### src/rtl/xcr_pkg.sv
// Shared definitions for the XCR interrupt entry/return sequencer.
// Holds the sequencer state encoding, the MCAUS field layout and the vector
// arithmetic helpers. The vector helpers are used by xcr_int_sched.
package xcr_pkg;

    typedef enum logic [1:0] {
        StIdle   = 2'd0,
        StReq    = 2'd1,
        StActive = 2'd2
    } xcr_state_e;

    // MCAUS layout: {is_int, reserved 0, idx[2:0]}
    localparam int unsigned McausW        = 5;
    localparam int unsigned McausIsIntBit = 4;
    localparam int unsigned McausIdxLsb   = 0;
    localparam int unsigned McausIdxW     = 3;

    // IVT entry size is 4 << ivesiz bytes, so the code shifts by 2 + ivesiz
    localparam int unsigned IvesizShiftBase = 2;

    // Largest offset is 15 << 5 = 480
    localparam int unsigned OffsetW = 9;

    function automatic logic [McausW-1:0] mcaus_pack(input logic is_int,
                                                     input logic [McausIdxW-1:0] idx);
        logic [McausW-1:0] m;
        m = '0;
        m[McausIsIntBit] = is_int;
        m[McausIdxLsb +: McausIdxW] = idx;
        return m;
    endfunction

    function automatic logic [OffsetW-1:0] vec_offset(input logic is_int,
                                                      input logic [2:0] idx,
                                                      input logic [1:0] ivesiz);
        logic [OffsetW-1:0] code;
        code = {5'b0, is_int, idx};
        return code << (IvesizShiftBase + ivesiz);
    endfunction

endpackage

### src/rtl/xcr_int_sched_if.sv
// Bundle between the interrupt controller / CPU core and the sequencer.
// master: the sequencer (xcr_int_sched).
// slave : the controller + core side (pending regs, int_ack, irq_ret).
// Signals:
//   int_en, ivesiz, ivt_base   controller configuration
//   xcp_pend, int_pend         pending bits from XCPP0 / INTP0
//   int_req, int_ack, irq_ret  trap handshake with the core
//   ivec_addr, mcaus           handler address and cause
//   xcp_clr, int_clr           one-cycle w1c pulses to the pending regs
//   in_handler                 handler occupancy
interface xcr_int_sched_if #(
    parameter int unsigned NSRC = 8,
    parameter int unsigned AW   = 24
);
    logic            int_en;
    logic [1:0]      ivesiz;
    logic [AW-1:0]   ivt_base;
    logic [NSRC-1:0] xcp_pend;
    logic [NSRC-1:0] int_pend;
    logic            int_req;
    logic            int_ack;
    logic            irq_ret;
    logic [AW-1:0]   ivec_addr;
    logic [4:0]      mcaus;
    logic [NSRC-1:0] xcp_clr;
    logic [NSRC-1:0] int_clr;
    logic            in_handler;

    modport master (
        input  int_en, ivesiz, ivt_base, xcp_pend, int_pend, int_ack, irq_ret,
        output int_req, ivec_addr, mcaus, xcp_clr, int_clr, in_handler
    );

    modport slave (
        output int_en, ivesiz, ivt_base, xcp_pend, int_pend, int_ack, irq_ret,
        input  int_req, ivec_addr, mcaus, xcp_clr, int_clr, in_handler
    );
endinterface

### src/rtl/xcr_prio_enc.sv
// Fixed-priority encoder over the exception and interrupt pending groups.
// Any exception beats any interrupt; within a group the lowest index wins.
// Ports:
//   xcp_pend, int_pend  pending bit groups (NSRC wide each)
//   valid               any bit pending
//   is_int              winner is from the interrupt group
//   idx                 winner's index within its group
module xcr_prio_enc #(
    parameter int unsigned NSRC = 8
) (
    input  logic [NSRC-1:0] xcp_pend,
    input  logic [NSRC-1:0] int_pend,
    output logic            valid,
    output logic            is_int,
    output logic [2:0]      idx
);

    always_comb begin
        valid  = 1'b0;
        is_int = 1'b0;
        idx    = '0;
        // Scan high to low so the lowest set index is the last to write;
        // the exception pass runs second so it overrides any interrupt.
        for (int i = NSRC - 1; i >= 0; i--) begin
            if (int_pend[i]) begin
                valid  = 1'b1;
                is_int = 1'b1;
                idx    = 3'(i);
            end
        end
        for (int i = NSRC - 1; i >= 0; i--) begin
            if (xcp_pend[i]) begin
                valid  = 1'b1;
                is_int = 1'b0;
                idx    = 3'(i);
            end
        end
    end

endmodule

### src/rtl/xcr_int_sched.sv
// Interrupt entry/return sequencer. Picks the highest-priority pending source,
// latches its cause and vector, runs the int_req/int_ack handshake with the
// core, pulses the matching w1c clear bit once on acceptance and then holds
// in_handler until irq_ret. No nesting: selection only happens in idle.
// Ports:
//   clk, rst  clock and synchronous active-high reset
//   bus       xcr_int_sched_if master modport (config, pending bits,
//             handshake, vector/cause, clear pulses, occupancy)
module xcr_int_sched
    import xcr_pkg::*;
#(
    parameter int unsigned NSRC = 8,
    parameter int unsigned AW   = 24
) (
    input logic             clk,
    input logic             rst,
    xcr_int_sched_if.master bus
);

    logic enc_valid;
    logic enc_is_int;
    logic [2:0] enc_idx;

    xcr_prio_enc #(
        .NSRC (NSRC)
    ) u_prio_enc (
        .xcp_pend (bus.xcp_pend),
        .int_pend (bus.int_pend),
        .valid    (enc_valid),
        .is_int   (enc_is_int),
        .idx      (enc_idx)
    );

    xcr_state_e      state_q, state_d;
    logic            is_int_q, is_int_d;
    logic [2:0]      idx_q, idx_d;
    logic [4:0]      mcaus_q, mcaus_d;
    logic [AW-1:0]   ivec_q, ivec_d;
    logic [NSRC-1:0] xcp_clr_q, xcp_clr_d;
    logic [NSRC-1:0] int_clr_q, int_clr_d;

    // Widen pending groups to 8 so the 3-bit latched index is always in range
    logic [7:0] xcp_pend8;
    logic [7:0] int_pend8;
    logic       latched_pend;
    logic [7:0] sel_onehot;

    assign xcp_pend8    = 8'(bus.xcp_pend);
    assign int_pend8    = 8'(bus.int_pend);
    assign latched_pend = is_int_q ? int_pend8[idx_q] : xcp_pend8[idx_q];
    assign sel_onehot   = 8'b1 << idx_q;

    always_comb begin
        state_d   = state_q;
        is_int_d  = is_int_q;
        idx_d     = idx_q;
        mcaus_d   = mcaus_q;
        ivec_d    = ivec_q;
        xcp_clr_d = '0;
        int_clr_d = '0;

        unique case (state_q)
            StIdle: begin
                if (bus.int_en && enc_valid) begin
                    state_d  = StReq;
                    is_int_d = enc_is_int;
                    idx_d    = enc_idx;
                    mcaus_d  = mcaus_pack(enc_is_int, enc_idx);
                    // Zero-extended add; wrap past 2^AW is intentionally silent
                    ivec_d   = bus.ivt_base + AW'(vec_offset(enc_is_int, enc_idx, bus.ivesiz));
                end
            end
            StReq: begin
                // Ack takes precedence over any withdraw condition
                if (bus.int_ack) begin
                    state_d = StActive;
                    if (is_int_q) begin
                        int_clr_d = sel_onehot[NSRC-1:0];
                    end else begin
                        xcp_clr_d = sel_onehot[NSRC-1:0];
                    end
                end else if (!bus.int_en || !latched_pend) begin
                    state_d = StIdle;
                end
            end
            StActive: begin
                if (bus.irq_ret) begin
                    state_d = StIdle;
                end
            end
            default: begin
                state_d = StIdle;
            end
        endcase
    end

    always_ff @(posedge clk) begin
        if (rst) begin
            state_q   <= StIdle;
            is_int_q  <= 1'b0;
            idx_q     <= '0;
            mcaus_q   <= '0;
            ivec_q    <= '0;
            xcp_clr_q <= '0;
            int_clr_q <= '0;
        end else begin
            state_q   <= state_d;
            is_int_q  <= is_int_d;
            idx_q     <= idx_d;
            mcaus_q   <= mcaus_d;
            ivec_q    <= ivec_d;
            xcp_clr_q <= xcp_clr_d;
            int_clr_q <= int_clr_d;
        end
    end

    assign bus.int_req    = (state_q == StReq);
    assign bus.in_handler = (state_q == StActive);
    assign bus.mcaus      = mcaus_q;
    assign bus.ivec_addr  = ivec_q;
    assign bus.xcp_clr    = xcp_clr_q;
    assign bus.int_clr    = int_clr_q;

endmodule

### src/flat_wrapper.sv
// flat-port wrapper written by rule: the top's interface ports become plain ports
module xcr_int_sched_flat import xcr_pkg::*;
#(
    parameter int unsigned NSRC = 8,
    parameter int unsigned AW   = 24
)
  (clk, rst, bus_int_en, bus_ivesiz, bus_ivt_base, bus_xcp_pend, bus_int_pend, bus_int_ack, bus_irq_ret, bus_int_req, bus_ivec_addr, bus_mcaus, bus_xcp_clr, bus_int_clr, bus_in_handler);
  xcr_int_sched_if #(.NSRC(NSRC), .AW(AW)) bus_i ();
  input logic clk;
  input logic rst;
  input wire logic [$bits(bus_i.int_en)-1:0] bus_int_en;
  input wire logic [$bits(bus_i.ivesiz)-1:0] bus_ivesiz;
  input wire logic [$bits(bus_i.ivt_base)-1:0] bus_ivt_base;
  input wire logic [$bits(bus_i.xcp_pend)-1:0] bus_xcp_pend;
  input wire logic [$bits(bus_i.int_pend)-1:0] bus_int_pend;
  input wire logic [$bits(bus_i.int_ack)-1:0] bus_int_ack;
  input wire logic [$bits(bus_i.irq_ret)-1:0] bus_irq_ret;
  output wire logic [$bits(bus_i.int_req)-1:0] bus_int_req;
  output wire logic [$bits(bus_i.ivec_addr)-1:0] bus_ivec_addr;
  output wire logic [$bits(bus_i.mcaus)-1:0] bus_mcaus;
  output wire logic [$bits(bus_i.xcp_clr)-1:0] bus_xcp_clr;
  output wire logic [$bits(bus_i.int_clr)-1:0] bus_int_clr;
  output wire logic [$bits(bus_i.in_handler)-1:0] bus_in_handler;
  assign bus_i.int_en = bus_int_en;
  assign bus_i.ivesiz = bus_ivesiz;
  assign bus_i.ivt_base = bus_ivt_base;
  assign bus_i.xcp_pend = bus_xcp_pend;
  assign bus_i.int_pend = bus_int_pend;
  assign bus_i.int_ack = bus_int_ack;
  assign bus_i.irq_ret = bus_irq_ret;
  assign bus_int_req = bus_i.int_req;
  assign bus_ivec_addr = bus_i.ivec_addr;
  assign bus_mcaus = bus_i.mcaus;
  assign bus_xcp_clr = bus_i.xcp_clr;
  assign bus_int_clr = bus_i.int_clr;
  assign bus_in_handler = bus_i.in_handler;
  xcr_int_sched #(.NSRC(NSRC), .AW(AW)) u_core (.clk(clk), .rst(rst), .bus(bus_i));
endmodule
### config.mk
export PLATFORM = sky130hd
export DESIGN_NAME = xcr_int_sched_flat
export DESIGN_NICKNAME = d
export VERILOG_FILES = /design/src/rtl/xcr_pkg.sv /design/src/rtl/xcr_int_sched_if.sv /design/src/rtl/xcr_prio_enc.sv /design/src/rtl/xcr_int_sched.sv /design/src/flat_wrapper.sv
export SDC_FILE = /design/constraint.sdc
export NUM_CORES = 1
export LEC_CHECK = 0
export ABC_AREA = 1
export CAP_MARGIN = 5
export CORE_MARGIN = 4
export CORE_UTILIZATION = 47
export CTS_BUF_LIST = sky130_fd_sc_hd__clkbuf_4 sky130_fd_sc_hd__clkbuf_8
export CTS_CLUSTER_DIAMETER = 120
export DETAILED_ROUTE_END_ITERATION = 16
export PLACE_DENSITY = 0.91
export SLEW_MARGIN = 20
export SYNTH_ARGS = -nofsm -noshare
export SYNTH_HDL_FRONTEND = slang
export SYNTH_SLANG_ARGS = --single-unit
### constraint.sdc
create_clock -name clk -period 6.7 [get_ports clk]
set_input_delay 0.67 -clock clk [delete_from_list [all_inputs] [get_ports clk]]
set_output_delay 0.67 -clock clk [all_outputs]
set_load 0.05 [all_outputs]
# Word level (Yosys, flattened, before mapping)

Index checks and enable logic that the tools add are counted.

Flip-flop bits (word level): 50
Input port bits: 47
Output and inout port bits: 47
Word-level logic and storage cells: 79

$add $sub $neg: 2
$lt $le $gt $ge: 1
Equal/unequal tests: 5
Shifts and indexed selects: 2
Muxes and demuxes: 50
Bitwise gates (word level): 3
Reduce and logical (&&, ||, !) cells: 9

Operators by type and width:

| operator                                                                 | number |
|---|---|
| 3-bit 2-to-1 mux                                                         | 16 |
| 4-bit by 32-bit << shifter with 9-bit output                             | 1 |
| 1-bit 2-to-1 mux                                                         | 27 |
| 24-bit by 9-bit adder with 24-bit output                                 | 1 |
| 2-bit 2-to-1 mux                                                         | 4 |
| 4-bit OR reduction                                                       | 2 |
| 1-bit by 3-bit << shifter with 8-bit output (first input constant)       | 1 |
| 1-bit binary-select mux with 3-bit select                                | 2 |
| 2-bit case mux with 3 select lines                                       | 1 |
| 3-bit by 4-bit < comparator with 1-bit output (second input constant)    | 1 |
| 2-bit by 2-bit adder with 3-bit output (first input constant)            | 1 |
| 3-bit by 2-bit inequality test with 1-bit output (second input constant) | 1 |
| 1-bit inverter                                                           | 3 |
| 3-bit AND reduction                                                      | 1 |
| 2-bit by 1-bit equality test with 1-bit output (second input constant)   | 1 |
| 2-bit equality test (second input constant)                              | 1 |
| 1-bit zero test                                                          | 2 |
| 2-bit zero test                                                          | 1 |
| 2-bit by 1-bit inequality test with 1-bit output (second input constant) | 1 |
| 2-bit inequality test (second input constant)                            | 1 |
| 2-bit AND reduction                                                      | 1 |
| 1-bit logical AND                                                        | 1 |
| 1-bit logical OR                                                         | 1 |

# Depth between registers and ports, before layout

Word-level depth: 19
Mapped depth: 30

# Modules after synthesis

A second synthesis with hierarchy kept.

Cells, all modules: 543
Area total of the unflattened synthesis: 3256.9 sq um

Modules (own cells, without submodules):

| module        | times used | cells each | area an instance (sq um) |
|---|---|---|---|
| xcr_int_sched | 1          | 495        | 3047.9 |
| xcr_prio_enc  | 1          | 48         | 209.0 |

# Worst setup path before layout

Ideal clock, no wire load.

Path kind: in2reg
Start: in bus_int_pend[7]
End: reg u_core.ivec_q[21], in the netlist u_core.bus.ivec_addr[21]
Arrival time: 2.810 ns
Data required time: 6.583 ns
Path slack: 3.773 ns
Cell stages on the path: 22
Buffers on the path: 0
Cell sequence: or2_1 > nand3_1 > nand3_1 > nand3_1 > nand3_1 > nand2_1 > nand2_1 > nand3_1 > o21ai_0 > nand2_1 > o21ai_0 > ha_1 > a21oi_1 > o21ai_0 > a21oi_2 > inv_2 > a21oi_4 > nor2_1 > nand3_1 > nand3_1 > o211ai_1 > inv_1

Cells in the longest elaborated chain, start to end: 18
Elaborated cells between the ends (all ways): 44

RTL lines:

| element                                                                                  | line                               | text |
|---|---|---|
| start, declared                                                                          | flat_wrapper.sv:15                 | `input wire logic [$bits(bus_i.int_pend)-1:0] bus_int_pend;` |
| 3-bit 2-to-1 mux / 1-bit 2-to-1 mux (equally long branches) (8 in series)                | xcr_prio_enc.sv:25                 | `if (int_pend[i]) begin` |
| 3-bit 2-to-1 mux / 1-bit 2-to-1 mux (equally long branches) (8 in series)                | xcr_prio_enc.sv:32                 | `if (xcp_pend[i]) begin` |
| 4-bit by 32-bit << shifter with 9-bit output / 1-bit logical AND (equally long branches) | xcr_pkg.sv:38, xcr_int_sched.sv:64 |  |
| 24-bit by 9-bit adder with 24-bit output / 2-bit AND reduction (equally long branches)   | -                                  |  |
| end signal, assigned                                                                     | xcr_int_sched.sv:111               | `ivec_q <= ivec_d;` |
| end, declared                                                                            | xcr_int_sched.sv:38                | `logic [AW-1:0] ivec_q, ivec_d;` |

Several ways; a longest one is shown, not always the timed one.
A chain may end at the register's enable or synchronous reset.

# Worst setup path in the final report

Start: in bus_int_pend[0]
End: reg u_core.ivec_q[19], in the netlist u_core.bus.ivec_addr[19]

Cells in the longest elaborated chain, start to end: 11
Elaborated cells between the ends (all ways): 30

RTL lines:

| element                                                                                  | line |
|---|---|
| 3-bit 2-to-1 mux / 1-bit 2-to-1 mux (equally long branches)                              | xcr_prio_enc.sv:25 |
| 3-bit 2-to-1 mux / 1-bit 2-to-1 mux (equally long branches) (8 in series)                | xcr_prio_enc.sv:32 |
| 4-bit by 32-bit << shifter with 9-bit output / 1-bit logical AND (equally long branches) | xcr_pkg.sv:38, xcr_int_sched.sv:64 |
| 24-bit by 9-bit adder with 24-bit output / 2-bit AND reduction (equally long branches)   | - |

Several ways; a longest one is shown, not always the timed one.

==> metrics.md <==
| Metric | Value |
|---|---|
| CP peak stage delay | `0.47 ns` |
| Post-route worst setup slack | `3.09 ns` |
| Slowest-stage cell, CP | `nor4_1` |
| Die W | `86.0 um` |
| Post-layout min period | `3.61 ns` |
| Prevailing post-synth register cell | `dfxtp_1` |
| CP startpoint | `bus_int_pend[0]` |
| 1st-iter DRT viols | `214` |
| Setup TNS | `0 ns` |
| Dpl ws | `2.82 ns` |
| Row cnt | `28` |
| Routed len/inst | `14.2 um` |
| Post-CTS sizing | `0` |
| CP cell instances | `clkdlybuf4s50_1 -> nor4_1 -> nand2_1 -> a21oi_1 -> nand2_1 -> o21ai_0 -> nand2_1 -> o21ai_0 -> ha_1 -> a21oi_1 -> o21ai_0 -> a21oi_2 -> inv_2 -> nand2_1 -> a21oi_1 -> xor2_1 -> o21bai_1 -> inv_1` |
| Outcome | `complete, no violations` |
| Combinational family with the most area after synthesis | `simple AND/OR/NAND/NOR gates` |
| Post-DRT Antenna Nets | `0` |
| Min-delay src | `u_core.bus.ivec_addr[2]` |
| Nets | `563` |
| Mapped cell area | `2860 um2` |
| Synth Area in Compound Gates | `0.197` |
| RSZ-0062 raised after global routing | `false` |
| Fin cells | `582` |
| Post-synth top cells | `nand2_1 (77), inv_1 (60), dfxtp_1 (46), a21oi_1 (36), o21ai_0 (28)` |
| Final Cycle Share | `0.538` |
| Inst Count DP | `574` |
| Clk_lat worst skew | `0.30 ns` |
| Multiplexer share of the synthesized area | `0` |
| Achievable Freq | `0.277 GHz` |
| Skew final | `0.0101 ns` |
| CP required | `6.90 ns` |
| PD cells | `181 nW/um2` |
| Kind of critical path | `in2reg` |
| Residual DRC | `0` |
| Via count | `3157` |
| Chip height | `86.0 um` |
| Cell taking the most area after synthesis | `dfxtp_1` |
| Maximum buffer depth of the clock tree | `2` |
| Seq/Total Area, Yosys | `0.322` |
| Drt via density | `5.42` |
| Post-CTS setup buffer count | `0` |
| Critical register-to-register path startpoint | `u_core.idx_q[1]` |
| Vias in the first global route | `3015` |
| Warning count from the yosys run | `0` |
| Yosys reg bits | `46` |
| Async S/R FF share, synth | `0` |
| CP endpoint kind | `flop` |
| Pin count of the biggest net entering global routing | `46` |
| Area delta synth->final | `36.3%` |
| GP Congestion | `0.936` |
| GR Overflow Total | `0` |
| Final wirelength | `8290 um` |
| Ports | `94` |
| CP dominant cell by count | `nand2_1` |
| DIE AREA | `7400 um2` |
| Top-area cell type share of the netlist area | `0.322` |
| Post-Synthesis Cells | `415` |
| CTS sink count | `46` |
| Critical Path Fanout Max | `5` |
| Post-DP HPWL | `6400 um` |
| TritonCTS buffer count | `5` |
| Clk root buf | `clkbuf_8` |
| Final setup viols | `0` |
| Initial Util | `0.484` |
| GR Util All Layers | `0.227` |
| CTS Hold Bufs | `0` |
| Worst slew pin tran | `0.796 ns` |
| Lkg Pwr | `0.00168 uW` |
| Port buffer count | `92` |
| Xor/xnor share of the synthesized area | `0.0275` |
| Most common cell in the netlist | `nand2_1` |
| Final max-slew violation count | `0` |
| Slew headroom | `0.469` |
| Reg clk slew, reported paths | `0.09 ns` |
| Share of layout cells above drive strength 1 | `0.0592` |
| H-Tree Depth | `2` |
| CP Launch Type | `input port` |
| Syn_area_per_cell | `6.90 um2` |
| Worst min path class | `reg2reg` |
| Post-layout util | `0.659` |
| # diodes | `0` |
| Highest ir drop seen on vdd | `96.2 uV` |
| First-pass GRT wire length | `13800 um` |
| Core Box Area | `5920 um2` |
| Post-synth EDFFs | `0` |
| Number of library cell types mapped by synthesis | `44` |
| DRT Pass-1 Iters | `7` |
| CP arrival | `3.80 ns` |
| TritonCTS clock tree | `built` |
| Initial antenna violation count | `0` |
| Max Cap Viol | `0` |
| Synth top area cells | `dfxtp_1 (32%), nand2_1 (10%), inv_1 (7.9%)` |
| Hold Fails Final Rpt | `0` |
| Post-Synth Adder-Cell Area | `0.0463` |
| Post-Synth Simple-Gate Area | `0.294` |
final cells by class:
type | instances | area [um2]
repair buffers | 92 | 921
flip-flops and latches | 46 | 921
inverters | 64 | 243
fillers | 499 | 2020
well taps | 75 | 93.8
clock inverters | 3 | 21.3
multi-input cells | 297 | 1630
clock buffers | 5 | 68.8
metrics by stage:
step	instance area [um2]	hold WS, ns	power (uW)
floorplan	2870	0.491	454
global route	3900	0.511	739
finish	3900	0.469	705
global placement	3810	0.452	531
CTS	3900	0.469	707
detailed placement	3810	0.455	535
worst max-delay path: cells and delay by family:
| family | cells | cell delay (ns) |
|---|---|---|
| AOI/OAI and AO/OA | 8 | 1.21 |
| xor gates and xnor gates | 1 | 0.16 |
| adders and majority gates | 1 | 0.31 |
| buffers and inverters | 3 | 0.56 |
| and+or+nand+nor | 5 | 0.87 |
routing by layer:
metal,track usage,vias to the layer above,routed length (um)
li1,-,1569,-
met1,0.266,1413,3300
met2,0.404,143,4140
met3,0.0461,32,586
met4,0.0878,0,263
met5,0,-,0
power by group:
part           switching [uW]  internal (uW)  total [uW]
logic                     148           84.5         232
registers                11.1            290         301
clock network            98.6           73.4         172
total                     257            448         705
cells by family after synthesis:
| kind of cell | after synthesis |
|---|---|
| DFF | 46 |
| adders and majority gates | 10 |
| AOI/OAI and AO/OA | 94 |
| buffers and inverters | 75 |
| and+or+nand+nor | 180 |
| other | 1 |
| xor gates and xnor gates | 9 |
cells in the final DEF (no fill, tap or decap), drive strengths merged, types with 6 or more instances in the layout:
master / n
clkdlybuf4s50: 92
o21ai: 32
nand3: 28
nand4: 6
inv: 64
o211ai: 7
dfxtp: 46
nor3: 27
a21oi: 39
nand2: 81
xor2: 7
ha: 9
nor2: 30
state kept, by name, summed over array words and instances, names as in the netlist:
signal / count
u_core.bus.ivec_addr: 24
u_core.bus.xcp_clr: 8
u_core.bus.int_clr: 8
u_core.idx_q: 2
u_core.state_q: 2
u_core.bus.mcaus: 2
worst paths after layout:
check	to	slack (ns)	cells after the start
hold / removal	u_core.bus.ivec_addr[2]	0.47	2
setup / recovery	u_core.bus.ivec_addr[19]	3.09	18
setup reg to reg	u_core.state_q[0]	5.03	8
hold reg to reg	u_core.bus.ivec_addr[2]	0.47	2
Note: power is estimated with default switching activity, not from simulation.
